**src/rtl/mram_ctrl_seq.sv**
```systemverilog
// ============================================================================
// Module  : mram_ctrl_seq
// Brief   : One MRAM access per start request: serial shift-in, strobes,
//           read wait/load, serial shift-out, with a start/busy/done handshake.
// Rev     : 1.0  initial release
// ============================================================================
`default_nettype none

module mram_ctrl_seq #(
    parameter int DATA_W   = 16,
    parameter int ADDR_W   = 20,
    parameter int RD_WAIT  = 1,
    parameter int WR_PULSE = 1
) (
    input  logic       clk,
    input  logic       rst,
    input  logic       start,
    input  logic       op_write,
    input  logic [1:0] byte_sel,
    output logic       busy,
    output logic       done,
    output logic       data_en,
    output logic       addr_en,
    output logic       send_data,
    output logic       load,
    output logic       rd_shift_en,
    output logic       chip_en,
    output logic       write_en,
    output logic       out_en,
    output logic       lower_byte_en,
    output logic       upper_byte_en
);

    localparam int c_MAX_AD  = (ADDR_W > DATA_W) ? ADDR_W : DATA_W;
    localparam int c_MAX_TW  = ((RD_WAIT + 1) > WR_PULSE) ? (RD_WAIT + 1) : WR_PULSE;
    localparam int c_CNT_MAX = (c_MAX_AD > c_MAX_TW) ? c_MAX_AD : c_MAX_TW;
    localparam int c_CW      = $clog2(c_CNT_MAX + 1);

    localparam logic [c_CW-1:0] c_LAST_IN_WR = c_CW'(c_MAX_AD - 1);
    localparam logic [c_CW-1:0] c_LAST_IN_RD = c_CW'(ADDR_W - 1);
    localparam logic [c_CW-1:0] c_LAST_WR    = c_CW'(WR_PULSE - 1);
    localparam logic [c_CW-1:0] c_LAST_ACC   = c_CW'(RD_WAIT);
    localparam logic [c_CW-1:0] c_LAST_OUT   = c_CW'(DATA_W - 1);
    localparam logic [c_CW-1:0] c_ADDR_N     = c_CW'(ADDR_W);
    localparam logic [c_CW-1:0] c_DATA_N     = c_CW'(DATA_W);
    localparam logic [11:0]     c_OUT_IDLE   = 12'h01F;

    typedef enum logic [2:0] {
        S_IDLE      = 3'd0,
        S_SHIFT_IN  = 3'd1,
        S_WR_STROBE = 3'd2,
        S_RD_ACCESS = 3'd3,
        S_RD_LOAD   = 3'd4,
        S_SHIFT_OUT = 3'd5,
        S_DONE      = 3'd6
    } state_t;

    state_t            r_state, w_nxt_state;
    logic [c_CW-1:0]   r_cnt, w_nxt_cnt;
    logic              r_wr, w_nxt_wr;
    logic [1:0]        r_sel, w_nxt_sel;
    logic [11:0]       r_out, w_out;

    logic w_busy, w_done, w_data_en, w_addr_en, w_send, w_load, w_sh;
    logic w_ce, w_we, w_oe, w_lb, w_ub;

    always_comb begin
        w_nxt_state = r_state;
        w_nxt_cnt   = r_cnt + c_CW'(1);
        w_nxt_wr    = r_wr;
        w_nxt_sel   = r_sel;
        case (r_state)
            S_IDLE: begin
                w_nxt_cnt = '0;
                if (start && (byte_sel != 2'b00)) begin
                    w_nxt_state = S_SHIFT_IN;
                    w_nxt_wr    = op_write;
                    w_nxt_sel   = byte_sel;
                end
            end
            S_SHIFT_IN: begin
                if (r_cnt == (r_wr ? c_LAST_IN_WR : c_LAST_IN_RD)) begin
                    w_nxt_state = r_wr ? S_WR_STROBE : S_RD_ACCESS;
                    w_nxt_cnt   = '0;
                end
            end
            S_WR_STROBE: begin
                if (r_cnt == c_LAST_WR) begin
                    w_nxt_state = S_DONE;
                    w_nxt_cnt   = '0;
                end
            end
            S_RD_ACCESS: begin
                if (r_cnt == c_LAST_ACC) begin
                    w_nxt_state = S_RD_LOAD;
                    w_nxt_cnt   = '0;
                end
            end
            S_RD_LOAD: begin
                w_nxt_state = S_SHIFT_OUT;
                w_nxt_cnt   = '0;
            end
            S_SHIFT_OUT: begin
                if (r_cnt == c_LAST_OUT) begin
                    w_nxt_state = S_DONE;
                    w_nxt_cnt   = '0;
                end
            end
            default: begin
                w_nxt_state = S_IDLE;
                w_nxt_cnt   = '0;
            end
        endcase
    end

    // Outputs are decoded from the upcoming state so they register in step with it.
    always_comb begin
        w_busy    = 1'b0;
        w_done    = 1'b0;
        w_data_en = 1'b0;
        w_addr_en = 1'b0;
        w_send    = 1'b0;
        w_load    = 1'b0;
        w_sh      = 1'b0;
        w_ce      = 1'b1;
        w_we      = 1'b1;
        w_oe      = 1'b1;
        w_lb      = 1'b1;
        w_ub      = 1'b1;
        case (w_nxt_state)
            S_SHIFT_IN: begin
                w_busy    = 1'b1;
                w_addr_en = (w_nxt_cnt < c_ADDR_N);
                w_data_en = w_nxt_wr && (w_nxt_cnt < c_DATA_N);
            end
            S_WR_STROBE: begin
                w_busy = 1'b1;
                w_send = 1'b1;
                w_ce   = 1'b0;
                w_we   = 1'b0;
                w_lb   = ~w_nxt_sel[0];
                w_ub   = ~w_nxt_sel[1];
            end
            S_RD_ACCESS: begin
                w_busy = 1'b1;
                w_send = 1'b1;
                w_ce   = 1'b0;
                w_oe   = 1'b0;
                w_lb   = ~w_nxt_sel[0];
                w_ub   = ~w_nxt_sel[1];
            end
            S_RD_LOAD: begin
                w_busy = 1'b1;
                w_load = 1'b1;
                w_ce   = 1'b0;
                w_oe   = 1'b0;
                w_lb   = ~w_nxt_sel[0];
                w_ub   = ~w_nxt_sel[1];
            end
            S_SHIFT_OUT: begin
                w_busy = 1'b1;
                w_sh   = 1'b1;
            end
            S_DONE: begin
                w_busy = 1'b1;
                w_done = 1'b1;
            end
            default: begin
                w_busy = 1'b0;
            end
        endcase
        w_out = {w_busy, w_done, w_data_en, w_addr_en, w_send, w_load, w_sh,
                 w_ce, w_we, w_oe, w_lb, w_ub};
    end

    always_ff @(posedge clk) begin
        if (rst) begin
            r_state <= S_IDLE;
            r_cnt   <= '0;
            r_wr    <= 1'b0;
            r_sel   <= 2'b00;
            r_out   <= c_OUT_IDLE;
        end else begin
            r_state <= w_nxt_state;
            r_cnt   <= w_nxt_cnt;
            r_wr    <= w_nxt_wr;
            r_sel   <= w_nxt_sel;
            r_out   <= w_out;
        end
    end

    assign {busy, done, data_en, addr_en, send_data, load, rd_shift_en,
            chip_en, write_en, out_en, lower_byte_en, upper_byte_en} = r_out;

endmodule

`default_nettype wire

```
**config.mk**
```make
export PLATFORM = sky130hd
export DESIGN_NAME = mram_ctrl_seq
export DESIGN_NICKNAME = d
export VERILOG_FILES = /design/src/rtl/mram_ctrl_seq.sv
export SDC_FILE = /design/constraint.sdc
export NUM_CORES = 1
export LEC_CHECK = 0
export CAP_MARGIN = 30
export CORE_MARGIN = 3
export CORE_UTILIZATION = 50
export DETAILED_ROUTE_END_ITERATION = 6
export HOLD_SLACK_MARGIN = 0.03
export PLACE_DENSITY = 0.76
export SLEW_MARGIN = 20
export SYNTH_ARGS = -nofsm -noshare
export SYNTH_HDL_FRONTEND = slang
export SYNTH_SLANG_ARGS = --single-unit
```
**constraint.sdc**
```tcl
create_clock -name clk -period 5.3 [get_ports clk]
set_input_delay 0.795 -clock clk [delete_from_list [all_inputs] [get_ports clk]]
set_output_delay 0.795 -clock clk [all_outputs]
set_load 0.01 [all_outputs]
```
# == Yosys cells after proc, flatten, opt, wreduce, memory -nomap -nowiden ==
# Index checks and enable logic that the tools add are counted.
# totals
ff_bits,23
latch_bits,0
ram_bits,0
mem_bits_ro,0
input_bits,6
wordCells,63
mem_count,0
# op_classes
addsub,1
multipliers,0
n_div,0
magnitude_cmp,2
n_eq_ne,14
shifts,0
mux,24
n_bitwise,4
reduce_logical,11
# op_table
operator,n
2-to-1 mux 5 bit,4
one-hot mux 5 bit (4 select lines),1
one-hot mux 3 bit (6 select lines),1
"equality test 3 bit, second input constant",5
2-to-1 mux 3 bit,5
"equality test 3 x 2 -> 1 bit, second input constant",4
2-to-1 mux 1 bit,11
"less-than comparator 5 bit, second input constant",2
OR reduction 2 bit,4
"equality test 3 x 1 -> 1 bit, second input constant",2
OR reduction 6 bit,1
"adder 5 x 1 -> 5 bit, second input constant",1
"equality test 5 x 1 -> 1 bit, second input constant",1
"equality test 5 x 4 -> 1 bit, second input constant",1
"equality test 5 bit, second input constant",1
zero test 5 bit,1
2-to-1 mux 2 bit,2
NOT 1 bit,4
zero test 3 bit,1
OR reduction 3 bit,1
logical AND 1 bit,2
nonzero test 2 bit,1

# == Logic depth before layout (Yosys ltp) ==
# depth
depth_word,8
mapped_depth,9
depth_no_buf,8

# == Worst setup path before layout ==
# Ideal clock, no wire load.
# synth_timing
kind,in2reg
start,in start
end,reg r_out[8]
arrival_time_ns,1.910
required_ns,5.212
setup_slack_ns,3.303
stages,5
path_cell_list,or4b_4 a2bb2oi_1 and3_4 buf_6 nor4_2
# synth_via
elab_chain_cells,6
# synth_lines
item,line,source
start: declaration,17,"input logic start,"
logical AND 1 bit,75,if (start && (byte_sel != 2'b00)) begin
2-to-1 mux 3 bit,75,
one-hot mux 3 bit (6 select lines),72,case (r_state)
equality test 3 x 1 -> 1 bit,130,case (w_nxt_state)
NOT 1 bit (no source line),--,
OR reduction 2 bit (no source line),--,
end signal: assignment,182,r_out <= c_OUT_IDLE;
end signal: assignment,188,r_out <= w_out;
end: declaration,62,"logic [11:0] r_out, w_out;"
# No other way between the ends.
# A chain may end at the register's enable or synchronous reset.

# == Worst setup path in the final report ==
# Same ends and word-level chain as after synthesis.

==> flow_summary_export.csv <==
group,metric,value,unit
run_status,outcome,"completed",
synth,async_flop_share,0,%
setup_path,critical_path.top_delay_family,"simple AND/OR/NAND/NOR gates",
cells_and_area,postLayoutCoreUtil,63.68,%
place,hpwl,1629,um
sta,finalCritPeriodShare,40.32,%
synth,yosysWarnings,0,
setup_path,rr_startpoint,"r_cnt[0]",
synth,synth_enable_flop_cells,0,
drt,via_per_inst,5.677,
setup_path,critical_path_class,"in2reg",
global_route,grt_overflow,0,
setup_path,crit_buf_inv,1,
synth,synth_top_area_share,42.06,%
power,totalPowerFinal,293.7,uW
die,die-area,0.002787,mm^2
die,core_region_area,0.002022,mm^2
setup_path,critPathSlowestCell,"or4b_4",
setup_path,r2r_end,"r_out[8]",
global_route,grt_pass1_wl,3615,um
job,drv_cap,0,
place,place.gp.congestion,0.7927,
drt,wl,2114,um
sta,finalMaxSlewViolations,0,
synth,syn-instance-count,116,
clock_network,cts.clk_slew.worst_paths,0.13,ns
place,portBuffers,17,
cells_and_area,final_common_cell,"dfxtp_1",
synth,syn_avg_cell_area,9.438,um^2
setup_path,r2r_cells,7,
global_route,antenna_found_initial,0,
clock_network,clockBufferDepth,2,
die,rows,16,
clock_network,cts_hold_buf,0,
clock_network,postCtsSetupRepairBufs,0,
global_route,track_usage,17.46,%
synth,yosysSeqAreaShare,42.06,%
hold_path,holdPathStages,2,
power,pwr_density_cell,228.1,mW/mm^2
sta,max_slew_margin,55.99,%
sta,setup_viol,0,
drt,drc,0,
sta,rsz0062_at_grt,"no",
setup_path,cp.required,5.54,ns
cells_and_area,nets,143,
hold_path,hold_start,"r_sel[0]",
setup_path,worst-r2r-setup-slack,3.16,ns
clock_network,ctsResizeCount,0,
clock_network,worstSkewPairLatency,0.31,ns
die,initial_core_util,54.15,%
cells_and_area,drive_above_1_share,10.69,%
cells_and_area,diodes,0,
clock_network,htree_levels,1,
cells_and_area,area_delta_synth_final,17.60,%
cells_and_area,fill_cells,182,
sta,min_period,2.137,ns
setup_path,path_cells,"clkdlybuf4s50_1 -> or4b_4 -> a2bb2oi_1 -> and3_4 -> nor4_2",
global_route,grt_start_max_net_pins,19,
sta,final_hold_viol_count,0,
sta,setup_tns,0,ns
sta,worst_pin_slew,0.6581,ns
power,ir_drop,0.1748,mV
synth,synth_seq_cells,23,
setup_path,max_stage_delay,0.48,ns
hold_path,hold_end,"r_sel[0]",
drt,num_vias,897,
setup_path,cp-start-kind,"input pin",
sta,fmax,468.0,MHz
die,io_pins,18,
synth,synthesis.nets,127,
clock_network,cts_tree,"done",
synth,ys.flop_type,"dfxtp_1",
synth,synth_area_leaders,"dfxtp_1, ha_1, o21ai_0",
drt,antenna_violating_nets_post_route,0,
synth,synth_cell_types,43,
synth,syn_area,0.001095,mm^2
die,die_width,52.80,um
drt,wl_per_cell,13.38,um
synth,synth_top_area_cell,"dfxtp_1",
setup_path,crit_arrival,2.37,ns
clock_network,clkSinkCount,23,
setup_path,end_kind,"register",
cells_and_area,mostFrequentLayoutCells,"dfxtp_1, clkdlybuf4s50_1, nand2_1, nor2_1",
die,die_h,52.80,um
power,power.leakage,0.4726,nW
global_route,grt_pass1_vias,841,
drt,dr.pass1.iters,4,
drt,drt_iter0_markers,22,
sta,finClkSkew,0.004675,ns
sta,holdWs,0.4890,ns
clock_network,cts_root_buffer,"clkbuf_4",
clock_network,cts_buffers,3,
hold_path,hp-class,"reg2reg",
setup_path,crit_fanout,7,
## report_power, final
part,total [mW],leakage [nW],internal [mW],switching (mW)
Clock,0.0809,0.0177,0.0282,0.0527
Sequential,0.181,0.187,0.177,0.00348
Combinational,0.0320,0.268,0.0165,0.0154
## registers in the layout (all words and copies together), names as in the netlist
signal,flops
r_cnt,5
r_out,12
r_sel,2
r_state,3
r_wr,1
## metrics by stage
stage                     cells  setup WS (ns)  instance area [um^2]
after floorplan             116          3.303                  1095
after global placement      154          2.864                  1260
after detailed placement    154          2.831                  1260
after CTS                   158          3.144                  1287
after global routing        158          2.987                  1287
final                       158          3.163                  1287
## worst max path at each step
stage,cells after the start,end,slack [ns],from
after floorplan,5,r_out[8],3.30,start
after global placement,5,r_out[8],2.86,start
after detailed placement,5,r_out[8],2.83,start
after CTS,7,r_out[8],3.14,r_cnt[0]
after global routing,7,r_out[8],2.99,r_cnt[0]
final,5,r_out[8],3.16,start
## logic make-up after synthesis
group	share of synthesized area, %
multiplexers	1.028
XOR/XNOR	1.600
AND/OR/NAND/NOR	27.66
AO/OA/AOI/OAI	16.34
buffers and inverters	5.599
adder cells (fa/ha/maj)	5.714
flip-flops	42.06
## area by class of cell
cell class	instances	area (um^2)	share of cell area (%)
multi-input combinational	81	573.1	44.51
tap	27	33.78	2.624
clock inverter	1	5.005	0.3887
clock buffer	3	22.52	1.749
sequential	23	460.4	35.76
inverter	6	22.52	1.749
timing repair buffer	17	170.2	13.22
## worst register-to-register path: cells and delay by family (launching register included)
family / cells / cell delay [ns]
AO/OA/AOI/OAI: 1 / 0.25
buffers and inverters: 1 / 0.08
adder cells (fa/ha/maj): 2 / 0.52
flip-flops: 1 / 0.46
AND/OR/NAND/NOR: 3 / 0.73
## Yosys cell counts (2+ instances only)
cell type / n
nor2_1: 7
nand3_1: 4
clkbuf_1: 2
nand2b_1: 3
nand3b_1: 2
a31oi_1: 3
o21ai_1: 2
dfxtp_1: 23
a21oi_1: 5
inv_1: 6
nor4_2: 2
ha_1: 5
or4b_4: 2
buf_6: 2
or3_1: 2
nand2_1: 7
nor3b_1: 2
o31ai_1: 3
o21ai_0: 6
nor3_1: 5
## routing by layer
layer  global-route usage [%]  up-vias  routed length, um
li1                         -      448                  -
met1                    22.03      422               1019
met2                    29.34       23                964
met3                    3.989        4                105
met4                    5.106        0                 25
met5                        0        -                  0
No activity file was read; power rests on OpenSTA's default activity.
